--- src/rtl/sweep_game_if.sv ---
// sweep_game_if: start/button/timeout inputs and game status outputs of the sweep controller.
interface sweep_game_if #(
  parameter int NUM_LEDS = 8,
  parameter int SCORE_W = 7
);
  logic start, button, timeout, enable, game_over;
  logic [1:0] speed, misses;
  logic [NUM_LEDS-1:0] leds;
  logic [SCORE_W-1:0] score;
  modport master(output start, button, timeout, input enable, speed, leds, score, misses, game_over);
  modport slave(input start, button, timeout, output enable, speed, leds, score, misses, game_over);
endinterface

--- src/rtl/sweep_game_ctrl.sv ---
// sweep_game_ctrl: LED sweep reaction game driven by speed-counter timeout pulses.
// Define SWEEP_PASS_MISS_EN to also count an unpressed target pass as a miss.
module sweep_game_ctrl #(
  parameter int NUM_LEDS = 8,
  parameter int TARGET = 3,
  parameter int MAX_MISS = 3,
  parameter int HITS_PER_LEVEL = 4,
  parameter int SCORE_W = 7
) (
  input logic clk,
  input logic rst,
  sweep_game_if.slave bus
);
  localparam int PW = NUM_LEDS > 1 ? $clog2(NUM_LEDS) : 1;
  localparam int HW = $clog2(HITS_PER_LEVEL + 1);
  localparam logic [1:0] IDLE = 2'd0, RUN = 2'd1, OVER = 2'd2;
  logic [1:0] state, misses_n;
  logic [PW-1:0] pos, pos_n;
  logic [HW-1:0] hit_cnt;
  logic lock, go, judge, hit, miss, pass_miss, level_up;
  always_comb begin
    go = bus.start && state != RUN;
    judge = state == RUN && bus.button && !lock;
    hit = judge && pos == PW'(TARGET);
    miss = (judge && !hit) || pass_miss;
    misses_n = bus.misses + 2'(miss);
    level_up = hit && hit_cnt == HW'(HITS_PER_LEVEL - 1);
    pos_n = pos == PW'(NUM_LEDS - 1) ? '0 : pos + PW'(1);
  end
`ifdef SWEEP_PASS_MISS_EN
  logic hit_flag;
  always_ff @(posedge clk)
    hit_flag <= (rst || go || bus.timeout) ? 1'b0 : hit_flag | hit;
  assign pass_miss = state == RUN && bus.timeout && pos == PW'(TARGET) && !(hit_flag || hit);
`else
  assign pass_miss = 1'b0;
`endif
  always_ff @(posedge clk) begin
    if (rst) begin
      state <= IDLE;
      pos <= '0;
      hit_cnt <= '0;
      lock <= 1'b0;
      bus.enable <= 1'b0;
      bus.speed <= 2'd0;
      bus.leds <= '0;
      bus.score <= '0;
      bus.misses <= 2'd0;
      bus.game_over <= 1'b0;
    end else if (go) begin
      state <= RUN;
      pos <= '0;
      hit_cnt <= '0;
      lock <= 1'b0;
      bus.enable <= 1'b1;
      bus.speed <= 2'd0;
      bus.leds <= NUM_LEDS'(1);
      bus.score <= '0;
      bus.misses <= 2'd0;
      bus.game_over <= 1'b0;
    end else if (state == RUN) begin
      if (hit) begin
        bus.score <= &bus.score ? bus.score : bus.score + SCORE_W'(1);
        hit_cnt <= level_up ? '0 : hit_cnt + HW'(1);
        if (level_up && bus.speed != 2'd2) bus.speed <= bus.speed + 2'd1;
      end
      bus.misses <= misses_n;
      // the game-ending miss wins over a coincident step
      if (misses_n >= 2'(MAX_MISS)) begin
        state <= OVER;
        bus.enable <= 1'b0;
        bus.leds <= '1;
        bus.game_over <= 1'b1;
      end else if (bus.timeout) begin
        pos <= pos_n;
        bus.leds <= NUM_LEDS'(1) << pos_n;
        lock <= 1'b0;
      end else begin
        lock <= lock | judge;
      end
    end
  end
endmodule

--- src/flat_wrapper.sv ---
// flat-port wrapper written by rule: the top's interface ports become plain ports
module sweep_game_ctrl_flat 
#(
  parameter int NUM_LEDS = 8,
  parameter int TARGET = 3,
  parameter int MAX_MISS = 3,
  parameter int HITS_PER_LEVEL = 4,
  parameter int SCORE_W = 7
)
  (clk, rst, bus_start, bus_button, bus_timeout, bus_enable, bus_speed, bus_leds, bus_score, bus_misses, bus_game_over);
  sweep_game_if #(.NUM_LEDS(NUM_LEDS), .SCORE_W(SCORE_W)) bus_i ();
  input logic clk;
  input logic rst;
  input wire logic [$bits(bus_i.start)-1:0] bus_start;
  input wire logic [$bits(bus_i.button)-1:0] bus_button;
  input wire logic [$bits(bus_i.timeout)-1:0] bus_timeout;
  output wire logic [$bits(bus_i.enable)-1:0] bus_enable;
  output wire logic [$bits(bus_i.speed)-1:0] bus_speed;
  output wire logic [$bits(bus_i.leds)-1:0] bus_leds;
  output wire logic [$bits(bus_i.score)-1:0] bus_score;
  output wire logic [$bits(bus_i.misses)-1:0] bus_misses;
  output wire logic [$bits(bus_i.game_over)-1:0] bus_game_over;
  assign bus_i.start = bus_start;
  assign bus_i.button = bus_button;
  assign bus_i.timeout = bus_timeout;
  assign bus_enable = bus_i.enable;
  assign bus_speed = bus_i.speed;
  assign bus_leds = bus_i.leds;
  assign bus_score = bus_i.score;
  assign bus_misses = bus_i.misses;
  assign bus_game_over = bus_i.game_over;
  sweep_game_ctrl #(.NUM_LEDS(NUM_LEDS), .TARGET(TARGET), .MAX_MISS(MAX_MISS), .HITS_PER_LEVEL(HITS_PER_LEVEL), .SCORE_W(SCORE_W)) u_core (.clk(clk), .rst(rst), .bus(bus_i));
endmodule
--- config.mk ---
export PLATFORM = sky130hd
export DESIGN_NAME = sweep_game_ctrl_flat
export DESIGN_NICKNAME = d
export VERILOG_FILES = /design/src/rtl/sweep_game_if.sv /design/src/rtl/sweep_game_ctrl.sv /design/src/flat_wrapper.sv
export SDC_FILE = /design/constraint.sdc
export NUM_CORES = 1
export LEC_CHECK = 0
export BUFFER_PORTS_ARGS = -buffer_cell sky130_fd_sc_hd__buf_2
export CAP_MARGIN = 30
export CORE_ASPECT_RATIO = 0.8
export CORE_UTILIZATION = 53
export CTS_CLUSTER_DIAMETER = 30
export DETAILED_ROUTE_END_ITERATION = 6
export HOLD_SLACK_MARGIN = 0.02
export PLACE_DENSITY = 0.84
export SLEW_MARGIN = 5
export SYNTH_ARGS = -nofsm -noshare
export SYNTH_HDL_FRONTEND = slang
export SYNTH_SLANG_ARGS = --single-unit
--- constraint.sdc ---
create_clock -name clk -period 2.9 [get_ports clk]
set_input_delay 0.29 -clock clk [delete_from_list [all_inputs] [get_ports clk]]
set_output_delay 0.29 -clock clk [all_outputs]
set_load 0.005 [all_outputs]
* Yosys cells after proc, flatten, opt, wreduce, memory -nomap -nowiden *
Cells that the tools add are included.
W data, S select, Z words.

operators by class
  magnitude comparators = 1
  multiply operators = 0
  equality and inequality tests = 6
  bitwise gates (word level) = 3
  $add $sub $neg = 5
  muxes and demuxes = 13
  reductions and logical operators = 24
  divide/modulo/power cells = 0
  shift-type cells = 1

operator list
  operator               number
  $mux W8                2
  $reduce_and A2 Y1      6
  $mux W1                9
  $reduce_and A3 Y1      3
  $shl A1 B3 Y8 const A  1
  $add A7 B1 Y7 const B  1
  $logic_and A1 B1 Y1    7
  $reduce_and A7 Y1      1
  $add A3 B1 Y3 const B  2
  $eq A3 B2 Y1 const B   2
  $mux W3                2
  $reduce_bool A2 Y1     3
  $eq A3 B3 Y1 const B   1
  $reduce_bool A3 Y1     1
  $add A2 B1 Y2          1
  $add A2 B1 Y2 const B  1
  $eq A2 B1 Y1 const B   1
  $ge A2 B2 Y1 const B   1
  $logic_not A1 Y1       2
  $ne A2 B1 Y1 const B   1
  $ne A2 B2 Y1 const B   1
  $not A1 Y1             2
  $reduce_or A2 Y1       1
  $or A1 B1 Y1           1

word-level totals
  bits in registers = 29
  logic and storage cells = 64
  memories = 0
  memory bits (writable) = 0
  output and inout port bits = 21
  bits in latches = 0
  input port bits = 5
  memory bits (read-only) = 0

* Depth between registers and ports, before layout *
  word-level depth = 11
  gate-level depth with buffers = 8
  mapped depth without buffers = 8

* Worst setup path before layout *
No wires, ideal clock.

  path type = register to register
  start point = reg u_core.pos[0]
  end point = reg u_core.pos[0]
  path buffers = 0
  stages on the path, launching flop included = 9
  slack = 0.869 ns
  period minus slack after synthesis = 2.031 ns
  required time = 2.772 ns
  data arrival time = 1.904 ns
  library setup time = 0.128 ns
  cells stage by stage = dfxtp_1 > ha_1 > ha_1 > nor2b_1 > ha_1 > xor2_2 > a211oi_4 > mux2i_1 > nor2_1

between the ends
  longest elaborated chain between the ends = 8
  elaborated cells between the ends (all ways) = 11
  classes of those cells = add/sub (2); order compare (1); eq/ne (2); mux (1); bitwise (1); reduce/logical (4)

ends and longest elaborated chain
  element                             line                   source
  start, declared                     sweep_game_ctrl.sv:18  logic [PW-1:0] pos, pos_n;
  start signal, assigned              sweep_game_ctrl.sv:75  pos <= pos_n;
  $eq A3 B2 Y1                        sweep_game_ctrl.sv:24  hit = judge && pos == PW'(TARGET);
  $logic_and A1 B1 Y1                 sweep_game_ctrl.sv:24
  $logic_not A1 Y1                    sweep_game_ctrl.sv:25  miss = (judge && !hit) || pass_miss;
  $logic_and A1 B1 Y1                 sweep_game_ctrl.sv:25
  $add A2 B1 Y2                       sweep_game_ctrl.sv:26  misses_n = bus.misses + 2'(miss);
  $ge A2 B2 Y1                        sweep_game_ctrl.sv:69  if (misses_n >= 2'(MAX_MISS)) begin
  $not A1 Y1 (no source line)         --
  $reduce_and A3 Y1 (no source line)  --

Parallel ways exist; a longest one is shown, timed or not.
A chain may end at the register's enable or synchronous reset.

* Final worst setup path *
  start point = reg u_core.pos[0]
  end point = reg u_core.pos[1]

The elaborated chain is that of the path after synthesis.

==> metrics.txt <==
Hold Startpoint rst; unique cell type count in the Yosys netlist 40; final core utilization 0.6749; element type at the critical path end register; Post-synth EDFFs 0; Clock transition at path regs approximately 0.14 ns; largest net degree at the start of global routing 23; min-delay worst type in -> reg; drt pass-1 iters 4; Residual DRC 0; Cell Chain, Critical Path ha_1 > ha_1 > nor2b_1 > ha_1 > xor2_2 > a211oi_4 > mux2i_1 > nor2_1; Layout Nets 185; Gate Count Post-Synth between 100 and 150; Rows 15; Setup crit start u_core.pos[0]; Die Area 2747 um^2; final WL 2560 um; postcts setup bufs 0; final-report hold violation count 0; r2r startpoint u_core.pos[0]; hold_buf cts 0; top cells by count, synth dfxtp_1, a21oi_1, ha_1, nand2_1, nor2_1; CP required 3.11 ns; Seq/Total Area, Yosys 0.4164; CTS tree done; Boundary Pins 26; Least-Margin Pin Slew 0.7036 ns; P_leak 0.6273 nW; clk_skew 0.004810 ns; total core area 2271 um^2; min Tclk post-route roughly 2.3 ns; clk buf depth 2; worst skew pair latency 0.33 ns; number of fillers in the final layout 184; GRT Total Usage 0.2079; first-pass GRT wire length 4250 um; final setup fails 0; synth top area cells dfxtp_1, ha_1, a21oi_1, o221a_1, nand2_1; Die W 58.35 um; H-tree Lvls 1; Synth Register Bits 28; P&R area growth vs syn 13.85%; Synth area leader dfxtp_1; fmax between 400 and 500 MHz; Worst Path Max Fanout 8; DR vias/cell ~5.3; Syn. warnings 0; buffer type at the clock tree root clkbuf_4; die height approximately 47 um; antenna cells 0; vias in the first global route between 900 and 1k; initial antenna violation count 0; GRT overflow 0; max_cap viols 0; # resized after CTS 0; post-synth top area share 0.4164; most frequent cell after synthesis dfxtp_1; Slowest-stage cell, CP a211oi_4; Syn Std Cell Area 1346 um^2; setup TNS 0 ns; RSZ-0062 raised after global routing false; CTS sink count 28; critical path's top delay family adder cells; power per cell area 421.1 nW/um^2; drt first-iter violations 39; number of buffers and inverters on the critical path 0; GPL Wtd Cong 0.8134; Post-synth top flop dfxtp_1; status finished clean; via count roughly 1.1k; Arr. time, crit path between 2 and 3 ns; DR WL/cell 12.67 um; period utilization 0.8059; Setup Crit Path Kind reg -> reg; Initial Util 0.5928; crit-path max cell delay around 0.45 ns; layout cells sized above 1 0.2202; DP Wirelength 1942 um; ys async rst share 0; Synthesized Nets 159; cell mode on critical path ha_1; ANT nets after route 0; mean post-synth cell area 9.415 um^2; Port Buffer Count 25; Rel. slew slack 0.5309; CTS Buf Count 3; VDD IR max 0.4135 mV; final count of pins violating max slew 0; Worst setup SP type register
## report_power, final
part	total [W]	switching (W)	internal, W
Sequential	0.000399	0.00000617	0.000393
Clock	0.000187	0.000111	0.0000769
Combinational	0.0000585	0.0000350	0.0000235
Total	0.000645	0.000152	0.000494
## per-stage QoR
step | total power [W] | worst slack (ns) | hold WS, ns | instances | area [um^2]
6_report | 0.0006455 | 0.5630 | 0.1604 | 202 | 1533
2_1_floorplan | 0.0004478 | 0.8685 | 0.3621 | 143 | 1346
4_1_cts | 0.0006513 | 0.5681 | 0.1494 | 202 | 1533
3_5_place_dp | 0.0004663 | 0.6062 | 0.4496 | 198 | 1496
5_1_grt | 0.0006754 | 0.3424 | 0.1520 | 202 | 1533
3_3_place_gp | 0.0004641 | 0.7372 | 0.4443 | 198 | 1496
## routing by layer
metal / GRT usage / wire length (um) / vias up / part of all wire
met2: 0.3701 / 1203 / 24 / 0.47
met3: 0.05234 / 109 / 2 / 0.043
met5: 0 / 0 / - / 0
met1: 0.2555 / 1226 / 484 / 0.48
li1: - / - / 563 / -
met4: 0.06190 / 20 / 0 / 0.0078
## layout make-up
cell class | instances | area (um^2) | area share
clock buffers | 4 | 36.28 | 0.02367
inverters | 8 | 30.03 | 0.01959
multi-input cells | 103 | 738.2 | 0.4816
flip-flops and latches | 28 | 560.5 | 0.3657
well taps | 34 | 42.54 | 0.02776
repair buffers | 25 | 125.1 | 0.08163
## final timing paths
check                       to  slack [ns]  depth (start not counted)
max              u_core.pos[1]        0.56                          8
max reg2reg      u_core.pos[1]        0.56                          8
min            u_core.state[0]        0.16                          2
min reg2reg  u_core.hit_cnt[1]        0.48                          2
## flip-flops by register name (all words and copies together) (netlist names)
name / flops
u_core.bus.leds: 8
u_core.bus.score: 7
u_core.hit_cnt: 3
u_core.pos: 3
u_core.bus.misses: 2
u_core.bus.speed: 2
u_core.bus.game_over: 1
u_core.lock: 1
u_core.state: 1
## cells by family (layout without fill, tap and decap cells)
group	count (synthesis)	count (layout)	synth area share
AO/OA/AOI/OAI	37	37	0.2007
multiplexers	4	4	0.02974
XOR/XNOR	3	3	0.02510
flip-flops	28	28	0.4164
adder cells (fa/ha/maj)	11	11	0.1022
buffers and inverters	12	37	0.03532
AND/OR/NAND/NOR	48	48	0.1905
## cell usage in the layout, fill, tap and decap left out, types with 2 or more instances in the layout
cell type / n
a211oi_1: 2
a21oi_1: 15
buf_2: 25
clkbuf_4: 3
dfxtp_1: 28
ha_1: 11
inv_1: 7
mux2i_1: 4
nand2_1: 11
nand2_2: 3
nand3_1: 4
nor2_1: 11
nor2b_1: 5
nor3_1: 2
o21a_1: 3
o21ai_1: 3
o221a_1: 4
o31ai_1: 2
or2_0: 2
or3_1: 2
Power figures use the tool's default switching activity.
